===== config.mk =====
export PLATFORM = sky130hd
export DESIGN_NAME = pipe_hazard_unit
export DESIGN_NICKNAME = d
export VERILOG_FILES = /design/src/rtl/hazard_pkg.sv /design/src/rtl/hazard_match.sv /design/src/rtl/pipe_hazard_unit.sv
export SDC_FILE = /design/constraint.sdc
export NUM_CORES = 1
export LEC_CHECK = 0
export BUFFER_PORTS_ARGS = -buffer_cell sky130_fd_sc_hd__buf_2
export CAP_MARGIN = 20
export CORE_MARGIN = 1.5
export CORE_UTILIZATION = 45
export CTS_CLUSTER_SIZE = 40
export DETAILED_ROUTE_END_ITERATION = 12
export PLACE_DENSITY = 0.8
export SYNTH_ARGS = -nofsm -noshare
export SYNTH_HDL_FRONTEND = slang
export SYNTH_SLANG_ARGS = --single-unit

===== constraint.sdc =====
create_clock -name clk -period 2.55 [get_ports clk]
set_input_delay 0.51 -clock clk [delete_from_list [all_inputs] [get_ports clk]]
set_output_delay 0.51 -clock clk [all_outputs]
set_load 0.02 [all_outputs]

===== src/rtl/hazard_pkg.sv =====
// Shared types and constants for the pipeline hazard / forwarding controller.
package hazard_pkg;

  // Scoreboard rd field is wide enough for any REG_AW up to 8.
  localparam int unsigned SB_RD_W     = 8;
  localparam int unsigned FWD_RF      = 0;
  localparam int unsigned STALL_CNT_W = 32;
  localparam logic [STALL_CNT_W-1:0] STALL_CNT_MAX = 32'hFFFF_FFFF;

  typedef struct packed {
    logic               valid;
    logic [SB_RD_W-1:0] rd;
    logic               is_load;
  } sb_entry_t;

endpackage


===== src/rtl/hazard_match.sv =====
// Per-operand youngest-first match over the writer scoreboard.
// HAZARD_FWD_EN selects forwarding; otherwise any non-writeback match stalls.
module hazard_match
  import hazard_pkg::*;
#(
  parameter int REG_AW = 5,
  parameter int DEPTH  = 2,
  parameter int FW     = $clog2(DEPTH + 1)
) (
  input  logic              id_valid,
  input  logic [REG_AW-1:0] rs,
  input  logic              rs_used,
  input  sb_entry_t         sb [DEPTH],
  output logic [FW-1:0]     fwd_sel_c,
  output logic              hazard_c
);

  logic req_c;
  assign req_c = id_valid && rs_used && (rs != '0);

  // Scan oldest to youngest so the youngest match overrides older ones.
  always_comb begin
    fwd_sel_c = FW'(FWD_RF);
    hazard_c  = 1'b0;
    for (int i = DEPTH - 1; i >= 0; i--) begin
      if (req_c && sb[i].valid && (sb[i].rd == SB_RD_W'(rs))) begin
`ifdef HAZARD_FWD_EN
        if (sb[i].is_load && (i < DEPTH - 1)) begin
          fwd_sel_c = FW'(FWD_RF);
          hazard_c  = 1'b1;
        end else begin
          fwd_sel_c = FW'(i + 1);
          hazard_c  = 1'b0;
        end
`else
        hazard_c = (i < DEPTH - 1);
`endif
      end
    end
  end

`ifndef HAZARD_FWD_EN
  // Load flag is irrelevant when every in-flight match stalls.
  logic unused_is_load;
  always_comb begin
    unused_is_load = 1'b0;
    for (int i = 0; i < DEPTH; i++) begin
      unused_is_load = unused_is_load ^ sb[i].is_load;
    end
  end
`endif

endmodule


===== src/rtl/pipe_hazard_unit.sv =====
// Hazard detection and forwarding control for a 1..4 stage post-decode pipeline.
// Define HAZARD_FWD_EN to enable operand forwarding (else fwd selects are 0).
module pipe_hazard_unit
  import hazard_pkg::*;
#(
  parameter int REG_AW = 5,
  parameter int DEPTH  = 2,
  parameter int FW     = $clog2(DEPTH + 1)
) (
  input  logic                   clk,
  input  logic                   rst,
  input  logic                   id_valid,
  input  logic [REG_AW-1:0]      id_rs1,
  input  logic [REG_AW-1:0]      id_rs2,
  input  logic                   id_rs1_used,
  input  logic                   id_rs2_used,
  input  logic [REG_AW-1:0]      id_rd,
  input  logic                   id_rf_en,
  input  logic                   id_is_load,
  input  logic                   br_taken,
  input  logic                   mem_hold,
  output logic                   stall,
  output logic                   bubble,
  output logic                   flush,
  output logic [FW-1:0]          fwd_sel_a,
  output logic [FW-1:0]          fwd_sel_b,
  output logic [STALL_CNT_W-1:0] stall_count
);

  sb_entry_t sb_q [DEPTH];
  sb_entry_t ins_entry_c;
  logic      hazard_a_c;
  logic      hazard_b_c;
  logic      hazard_c;

  hazard_match #(.REG_AW(REG_AW), .DEPTH(DEPTH), .FW(FW)) u_match_a (
    .id_valid  (id_valid),
    .rs        (id_rs1),
    .rs_used   (id_rs1_used),
    .sb        (sb_q),
    .fwd_sel_c (fwd_sel_a),
    .hazard_c  (hazard_a_c)
  );

  hazard_match #(.REG_AW(REG_AW), .DEPTH(DEPTH), .FW(FW)) u_match_b (
    .id_valid  (id_valid),
    .rs        (id_rs2),
    .rs_used   (id_rs2_used),
    .sb        (sb_q),
    .fwd_sel_c (fwd_sel_b),
    .hazard_c  (hazard_b_c)
  );

  // A redirect squashes the hazard; a memory wait always freezes.
  always_comb begin
    hazard_c = hazard_a_c || hazard_b_c;
    stall    = mem_hold || (hazard_c && !br_taken);
    bubble   = hazard_c && !br_taken && !mem_hold;
    flush    = br_taken;
  end

  always_comb begin
    ins_entry_c         = '0;
    ins_entry_c.rd      = SB_RD_W'(id_rd);
    ins_entry_c.is_load = id_is_load;
    ins_entry_c.valid   = id_valid && id_rf_en && (id_rd != '0) && !stall && !br_taken;
  end

  always_ff @(posedge clk) begin
    if (rst) begin
      for (int k = 0; k < DEPTH; k++) begin
        sb_q[k] <= '0;
      end
      stall_count <= '0;
    end else begin
      if (!mem_hold) begin
        for (int k = DEPTH - 1; k > 0; k--) begin
          sb_q[k] <= sb_q[k-1];
        end
        sb_q[0] <= ins_entry_c;
      end
      if (stall && (stall_count != STALL_CNT_MAX)) begin
        stall_count <= stall_count + STALL_CNT_W'(1);
      end
    end
  end

endmodule


# Yosys cells after proc, flatten, opt, wreduce, memory -nomap -nowiden
# Cells that the tools add are included.
[totals]
reg_bits = 38
input_bits = 24
output_inout_bits = 39
[classes]
add_sub_neg = 1
n_eq_ne = 3
mux = 2
n_reduce_logical = 23
[ops]
columns = ["operator", "n"]
rows = [
  ["32-bit by 1-bit adder with 32-bit output, second input constant", 1],
  ["32-bit != test, second input constant", 1],
  ["1-bit logical AND", 15],
  ["5-bit nonzero test", 3],
  ["5-bit == test", 2],
  ["1-bit zero test", 3],
  ["1-bit logical OR", 2],
  ["1-bit two-way mux", 2],
]

# Logic depth before layout (Yosys ltp)
# Gate-level depths: netlist (run 1).
[depth]
word_depth = 11
mapped_depth = 9

# Hierarchy
# From an unflattened synthesis (run 1), not the netlist that was laid out.
[unflattened]
cells_unflattened = 283
hier_area_um2 = 2396.0
[by_module_without_submodules]
columns = ["mod", "n_inst", "cells_per_inst", "area_per_inst_um2", "seq_area_each_um2"]
rows = [
  ["pipe_hazard_unit", 1, 253, 2175.8, 920.9],
  ["hazard_match", 2, 15, 110.1, 0.0],
]

# Worst setup path after synthesis (run 1)
# OpenSTA, ideal clock, no wires.
[synth_path]
path_kind = "input to output"
from = "input id_rs2[1]"
to = "output stall"
arrival_time_ns = 1.836
t_required_ns = 2.040
slack_ns = 0.204
cell_stages = 6
n_path_buf = 2
cell_sequence = "o41ai_1 -> a2111oi_2 -> a211oi_2 -> buf_2 -> buf_2 -> inv_1"
[synth_between]
elab_chain_len = 8
elab_cells_between_ends = 9
cone_classes = "1 x eq/ne; 1 x mux; 7 x reduce/logical"
[synth_rtl]
columns = ["element", "line_no", "source"]
rows = [
  ["start: declaration", "pipe_hazard_unit.sv:14", "input logic [REG_AW-1:0] id_rs2,"],
  ["5-bit nonzero test", "hazard_match.sv:19", "assign req_c = id_valid && rs_used && (rs != '0);"],
  ["1-bit logical AND", "hazard_match.sv:19", ""],
  ["1-bit logical AND", "hazard_match.sv:26", "if (req_c && sb[i].valid && (sb[i].rd == SB_RD_W'(rs))) begin"],
  ["1-bit logical AND (*)", "hazard_match.sv:26", ""],
  ["1-bit two-way mux (*)", "hazard_match.sv:26", ""],
  ["1-bit logical OR (*)", "pipe_hazard_unit.sv:56", "hazard_c = hazard_a_c || hazard_b_c;"],
  ["1-bit logical AND (*)", "pipe_hazard_unit.sv:57", "stall = mem_hold || (hazard_c && !br_taken);"],
  ["1-bit logical OR (*)", "pipe_hazard_unit.sv:57", ""],
  ["end: declaration", "pipe_hazard_unit.sv:22", "output logic stall,"],
]
# Mark *: on every way between the ends. The rest lies on a longest branch, timed or not.

# Worst setup path in the final report (run 1)
[layout_path]
from = "input id_rs1[1]"
to = "output stall"
[layout_between]
elab_chain_len = 8
elab_cells_between_ends = 9
cone_classes = "1 x eq/ne; 1 x mux; 7 x reduce/logical"
[layout_rtl]
columns = ["element", "line_no", "source"]
rows = [
  ["start: declaration", "pipe_hazard_unit.sv:13", "input logic [REG_AW-1:0] id_rs1,"],
  ["5-bit nonzero test", "hazard_match.sv:19", ""],
  ["1-bit logical AND", "hazard_match.sv:19", ""],
  ["1-bit logical AND", "hazard_match.sv:26", ""],
  ["1-bit logical AND (*)", "hazard_match.sv:26", ""],
  ["1-bit two-way mux (*)", "hazard_match.sv:26", ""],
  ["1-bit logical OR (*)", "pipe_hazard_unit.sv:56", ""],
  ["1-bit logical AND (*)", "pipe_hazard_unit.sv:57", ""],
  ["1-bit logical OR (*)", "pipe_hazard_unit.sv:57", ""],
]
# Marked as above.

==> results of run 1 <==
==> cell families after synthesis <==
| kind of cell | Yosys count | synth area share (%) |
|---|---|---|
| adder cells (fa/ha/maj) | 1 | 0.591 |
| other | 1 | 0.177 |
| flip-flops | 38 | 35.9 |
| XOR/XNOR | 8 | 3.31 |
| multiplexers | 10 | 5.02 |
| AND/OR/NAND/NOR | 113 | 33.3 |
| buffers and inverters | 20 | 4.85 |
| AO/OA/AOI/OAI | 61 | 16.8 |
==> sequential cells by signal (all words and copies together), names as in the netlist <==
name         flops
stall_count     32
sb_q             6
==> where the power goes <==
| part | total (mW) | leakage [nW] | switching (mW) | internal [mW] |
|---|---|---|---|---|
| sequential | 0.609 | 0.307 | 0.00823 | 0.601 |
| clock | 0.385 | 0.0383 | 0.196 | 0.188 |
| combinational | 0.103 | 0.697 | 0.0607 | 0.0426 |
==> cell usage after synthesis, types with 3 or more instances <==
library cell / instances / area [um^2]
clkbuf_1: 9 / 33.8
xnor2_1: 6 / 52.6
buf_4: 6 / 45.0
mux2i_1: 5 / 50.1
or4_1: 9 / 67.6
or3_1: 17 / 106
nand4_1: 13 / 81.3
o21ai_0: 18 / 90.1
and4_1: 4 / 35.0
nand3_1: 15 / 75.1
nor2_1: 17 / 63.8
o31ai_1: 8 / 60.1
dfxtp_1: 38 / 761
nor2b_1: 6 / 37.5
nand2_1: 12 / 45.0
nor4_1: 3 / 18.8
buf_2: 4 / 20.0
nor3_1: 4 / 20.0
a21oi_1: 29 / 145
mux2_2: 4 / 45.0
==> routing by layer <==
layer	up-vias	GRT usage [%]
li1	1055	-
met4	0	7.34
met1	969	25.7
met5	-	0
met2	61	30.9
met3	7	4.22
==> final cells by class <==
cell class / instances / area [um^2]
repair buffers: 67 / 373
fillers: 413 / 1890
clock buffers: 7 / 76.3
multi-input cells: 197 / 1270
inverters: 1 / 3.75
well taps: 52 / 65.1
flip-flops and latches: 38 / 761
==> worst max path at each step <==
stage / start / end / cells after the start
global placement: br_taken / stall_count[3] / 8
detailed placement: br_taken / stall_count[3] / 8
floorplan: id_rs2[1] / stall / 6
finish: id_rs1[1] / stall / 7
global route: id_rs1[1] / stall / 7
CTS: id_rs1[1] / stall / 7
==> critical path, delay by kind of cell <==
| kind | cells | cell delay (ns) |
|---|---|---|
| AND/OR/NAND/NOR | 2 | 0.41 |
| AO/OA/AOI/OAI | 2 | 0.51 |
| buffers and inverters | 3 | 0.39 |
==> per-stage QoR <==
stage,power [mW],cell area (um^2)
finish,1.10,2550
global route,1.14,2550
CTS,1.11,2550
floorplan,0.689,2130
global placement,0.723,2470
detailed placement,0.725,2470
==> run_results.csv, run 1 <==
group,metric,value,unit
cts,cts_tree,"done",
setup_path,critPathKind,"in2out",
outcome,status,"finished, violations left",
pwr,power.density,430,mW/mm^2
timing,final_max_slew_viol_count,0,
setup_path,cp_slowest_cell,"nor4_1",
cells_and_area,mostFrequentLayoutCells,"buf_2 (57), dfxtp_1 (38), a21oi_1 (29), o21ai_0 (18)",
placement,post-place-ws,0.0351,ns
route,drt-met1-wl,2280,um
floorplan,die_w,71.6,um
worst_hold_path,min_from,"sb_q[19]",
placement,gp_congestion,0.785,
logic_synthesis,yosysSeqAreaShare,35.9,%
global_route,grt_max_degree,37,
timing,fin_crit_sh,91.4,%
setup_path,max_stage_delay,0.33,ns
timing,hold_slack,0.468,ns
setup_path,critPathCaptureType,"output pin",
cts,hold_buffers,0,
placement,port_buffers,57,
cells_and_area,drive_gt1_share,27.7,%
timing,fin_setup_tns,0,ns
cts,clockRootBuffer,"clkbuf_8",
cells_and_area,antennaDiodeCount,0,
floorplan,start_util,47.6,%
setup_path,crit_fanout,3,
cells_and_area,syn_to_final_growth,20.5,%
setup_path,r2r-start,"sb_q[12]",
pwr,leakage,1.04,nW
placement,dp_hpwl,3440,um
logic_synthesis,synth_cells,252,
floorplan,core-area,0.00444,mm^2
logic_synthesis,syn_area,0.00212,mm^2
global_route,grt_overflow,0,
logic_synthesis,yosysWarnings,0,
logic_synthesis,yosys_register_bits,38,
cts,htreeDepth,2,
route,via_per_inst,5.78,
timing,hold_violations,0,
global_route,grt_usage,19.3,%
run,max_cap_violations,0,
cts,numCtsBuffers,5,
timing,worst_slack,0.219,ns
worst_hold_path,min_to,"sb_q[19]",
timing,setup_viol,0,
setup_path,worstPathArrival,1.82,ns
setup_path,crit_path_frequent_cell,"buf_2",
logic_synthesis,async_reset_ff_share,0,%
timing,max-slew-margin-rel,57.2,%
route,drtIter0Drc,110,
logic_synthesis,synth_edf_count,0,
worst_hold_path,min_path_type,"reg2reg",
setup_path,r2r_cells,7,
route,drc,5,
setup_path,start_kind,"input port",
cts,clock-sinks,38,
floorplan,die-area,0.00513,mm^2
route,firstDrtPassIters,8,
cells_and_area,utilization,57.4,%
timing,skew,0.00660,ns
setup_path,cp.required,2.04,ns
route,dr_wl_met2,2200,um
logic_synthesis,ys_types,40,
route,highest_layer,"met4",
cells_and_area,num-nets-final,335,
timing,rsz0062_at_grt,"no",
cts,post_cts_buffers,0,
floorplan,ios,63,
logic_synthesis,ys_dominant_reg_cell,"dfxtp_1",
route,drtAntennaViolNets,0,
outcome,violations,"design-rule violations",
setup_path,regToRegEndpoint,"stall_count[3]",
global_route,grt_first_pass_wirelength,7900,um
setup_path,regToRegSetupSlack,0.27,ns
global_route,antenna_found_initial,0,
timing,worst_pin_slew,0.642,ns
route,wl,4840,um
global_route,grt_pass1_vias,1729,
cells_and_area,final_common_cell,"buf_2",
timing,max_freq,0.429,GHz
logic_synthesis,syn_area_per_cell,8.40,um^2
cts,clk_latency,0.28,ns
worst_hold_path,min_path_cells,2,
timing,finalCriticalPeriod,2.33,ns
cts,clock_path_buffers,2,
cts,cts_resized,0,
placement,place_inst,355,
floorplan,fp-row-count,24,
route,wl_per_cell,13.4,um
pwr,peakVddDrop,0.312,mV
setup_path,path_cells,"buf_2 > nor4_1 > nor3_1 > a21o_1 > a211oi_4 > inv_1 > buf_2",
cts,path_clk_slew,0.07,ns
route,wl_met3,269,um
route,vias,2092,
floorplan,fp.dieH,71.6,um
cells_and_area,final_cells,362,
Power figures use the tool's default switching activity.
==> inputs of run 2 (changes only) <==
Settings changed: CORE_UTILIZATION 45 to 51, PLACE_DENSITY 0.8 to 0.88.
==> run 2 against run 1 <==
  * The flow now finishes without violations
  * Core utilization is 6.7 points higher
  * Die area down 11%
  * Final area increased by 0.59%
  * Hold slack got worse by 0.00077 ns
  * First-iteration DRC count decreased by 8.2%
  * Sequential power barely moved
  * Clock-buffer cell count is the same
  * Critical path type unchanged
==> run_results.csv, run 2 (synthesized netlist as in run 1, its figures left out) <==
group,metric,value,unit
outcome,status,"finished clean",
cells_and_area,drive_gt1_share,28.8,%
route,firstDrtPassIters,4,
global_route,grt_overflow,0,
pwr,seqPwrFrac,53.3,%
cells_and_area,antennaDiodeCount,0,
pwr,leakage,1.06,nW
setup_path,r2r_cells,7,
cts,clock_path_buffers,2,
worst_hold_path,min_path_type,"in2reg",
route,via_per_inst,5.98,
setup_path,cp.required,2.04,ns
cts,hold_buffers,0,
placement,post_dp_cell_area,0.00247,mm^2
placement,gp_congestion,0.766,
placement,port_buffers,57,
setup_path,regToRegSetupSlack,0.29,ns
timing,hold_slack,0.467,ns
floorplan,die_w,67.4,um
cells_and_area,final_common_cell,"buf_2",
worst_hold_path,min_path_cells,3,
setup_path,r2r-start,"stall_count[0]",
pwr,power.internal,0.860,mW
cells_and_area,num-nets-final,337,
timing,setup_viol,0,
setup_path,startpoint,"id_rs2[1]",
route,wl_per_cell,14.0,um
timing,max_freq,0.437,GHz
floorplan,core-area,0.00400,mm^2
cells_and_area,regMostFlops,"stall_count",
cells_and_area,syn_to_final_growth,21.2,%
placement,dp_hpwl,3630,um
setup_path,regToRegEndpoint,"stall_count[26]",
cells_and_area,stdcell_area,0.00257,mm^2
cells_and_area,largest_reg_flops,32,
cts,cts_tree,"done",
timing,fin_crit_sh,89.8,%
cts,cts_resized,0,
cells_and_area,top_regs,"stall_count: 32 flops, sb_q: 6 flops",
floorplan,die-area,0.00455,mm^2
global_route,grt_first_pass_wirelength,8000,um
cts,path_clk_slew,0.07,ns
cells_and_area,fill_cells,366,
pwr,p_clk_share,37.7,%
pwr,power.switching,0.284,mW
global_route,grt_usage,23.0,%
cells_and_area,mostFrequentLayoutCells,"buf_2 (57), dfxtp_1 (38), a21oi_1 (29), o21ai_0 (18)",
route,drtIter0Drc,101,
route,vias,2171,
cts,post_cts_buffers,0,
run,max_cap_violations,0,
setup_path,critPathKind,"in2out",
cts,htreeDepth,2,
floorplan,start_util,52.9,%
cts,numCtsBuffers,5,
setup_path,start_kind,"input port",
pwr,power.density,446,mW/mm^2
route,wl,5070,um
worst_hold_path,min_from,"id_rd[2]",
cts,clock-sinks,38,
pwr,peakVddDrop,0.505,mV
route,drtAntennaViolNets,0,
pwr,swShare,24.8,%
setup_path,crit_fanout,4,
cts,clockRootBuffer,"clkbuf_8",
route,drc,0,
setup_path,critPathCaptureType,"output pin",
timing,hold_violations,0,
worst_hold_path,min_to,"sb_q[13]",
timing,finalCriticalPeriod,2.29,ns
global_route,grt_pass1_vias,1816,
pwr,pwr-share-comb,9.0,%
timing,fin_setup_tns,0,ns
floorplan,fp-row-count,23,
timing,final_max_slew_viol_count,0,
global_route,grt_max_degree,25,
timing,rsz0062_at_grt,"no",
timing,skew,0.00462,ns
setup_path,worstPathArrival,1.78,ns
cts,clk_latency,0.30,ns
floorplan,ios,63,
floorplan,fp.dieH,67.4,um
global_route,antenna_found_initial,0,
[run 2: stage by stage]
stage / power [mW] / setup slack (ns) / utilization (%) / instances
2_1_floorplan: 0.689 / 0.204 / - / 255
3_3_place_gp: 0.722 / 0.0923 / 61.9 / 355
3_5_place_dp: 0.726 / 0.0393 / 61.9 / 355
4_1_cts: 1.15 / 0.257 / 64.2 / 363
5_1_grt: 1.18 / 0.0935 / 64.2 / 363
6_report: 1.14 / 0.260 / 64.2 / 363
[run 2: area by class of cell]
| type | instances | area, um^2 | area share, % |
|---|---|---|---|
| well taps | 50 | 62.6 | 2.44 |
| multi-input cells | 197 | 1270 | 49.6 |
| flip-flops and latches | 38 | 761 | 29.6 |
| repair buffers | 69 | 375 | 14.6 |
| clock inverters | 1 | 5.00 | 0.195 |
| inverters | 1 | 3.75 | 0.146 |
| clock buffers | 7 | 86.3 | 3.36 |
[run 2: routing by layer]
metal  vias to the layer above  part of all wire, %  global-route usage [%]
li1                       1064                    -                       -
met1                      1023                   43                    27.3
met2                        78                   49                    39.9
met3                         6                  6.9                    6.00
met4                         0                  1.1                    8.42
met5                         -                    0                       0
[run 2: power groups by stage]
stage               Combinational, mW  Clock [mW]  Sequential [mW]
floorplan                      0.0657           0            0.624
detailed placement              0.102           0            0.623
global placement               0.0992           0            0.623
finish                          0.103       0.431            0.609
CTS                             0.103       0.436            0.609
global route                    0.114       0.460            0.610
[run 2: worst max path at each step]
stage	end	slack, ns	cells after the start
after detailed placement	stall_count[3]	0.04	8
after floorplan	stall	0.20	6
after global placement	stall_count[3]	0.09	8
after CTS	stall	0.26	6
after global routing	stall_count[26]	0.09	7
final	stall	0.26	6
[run 2: worst max-delay path, cell delays in order]
cell       delay [ns]
buf_2            0.11
o41ai_1          0.43
a2111oi_2        0.17
a211oi_4         0.30
inv_1            0.09
buf_2            0.17
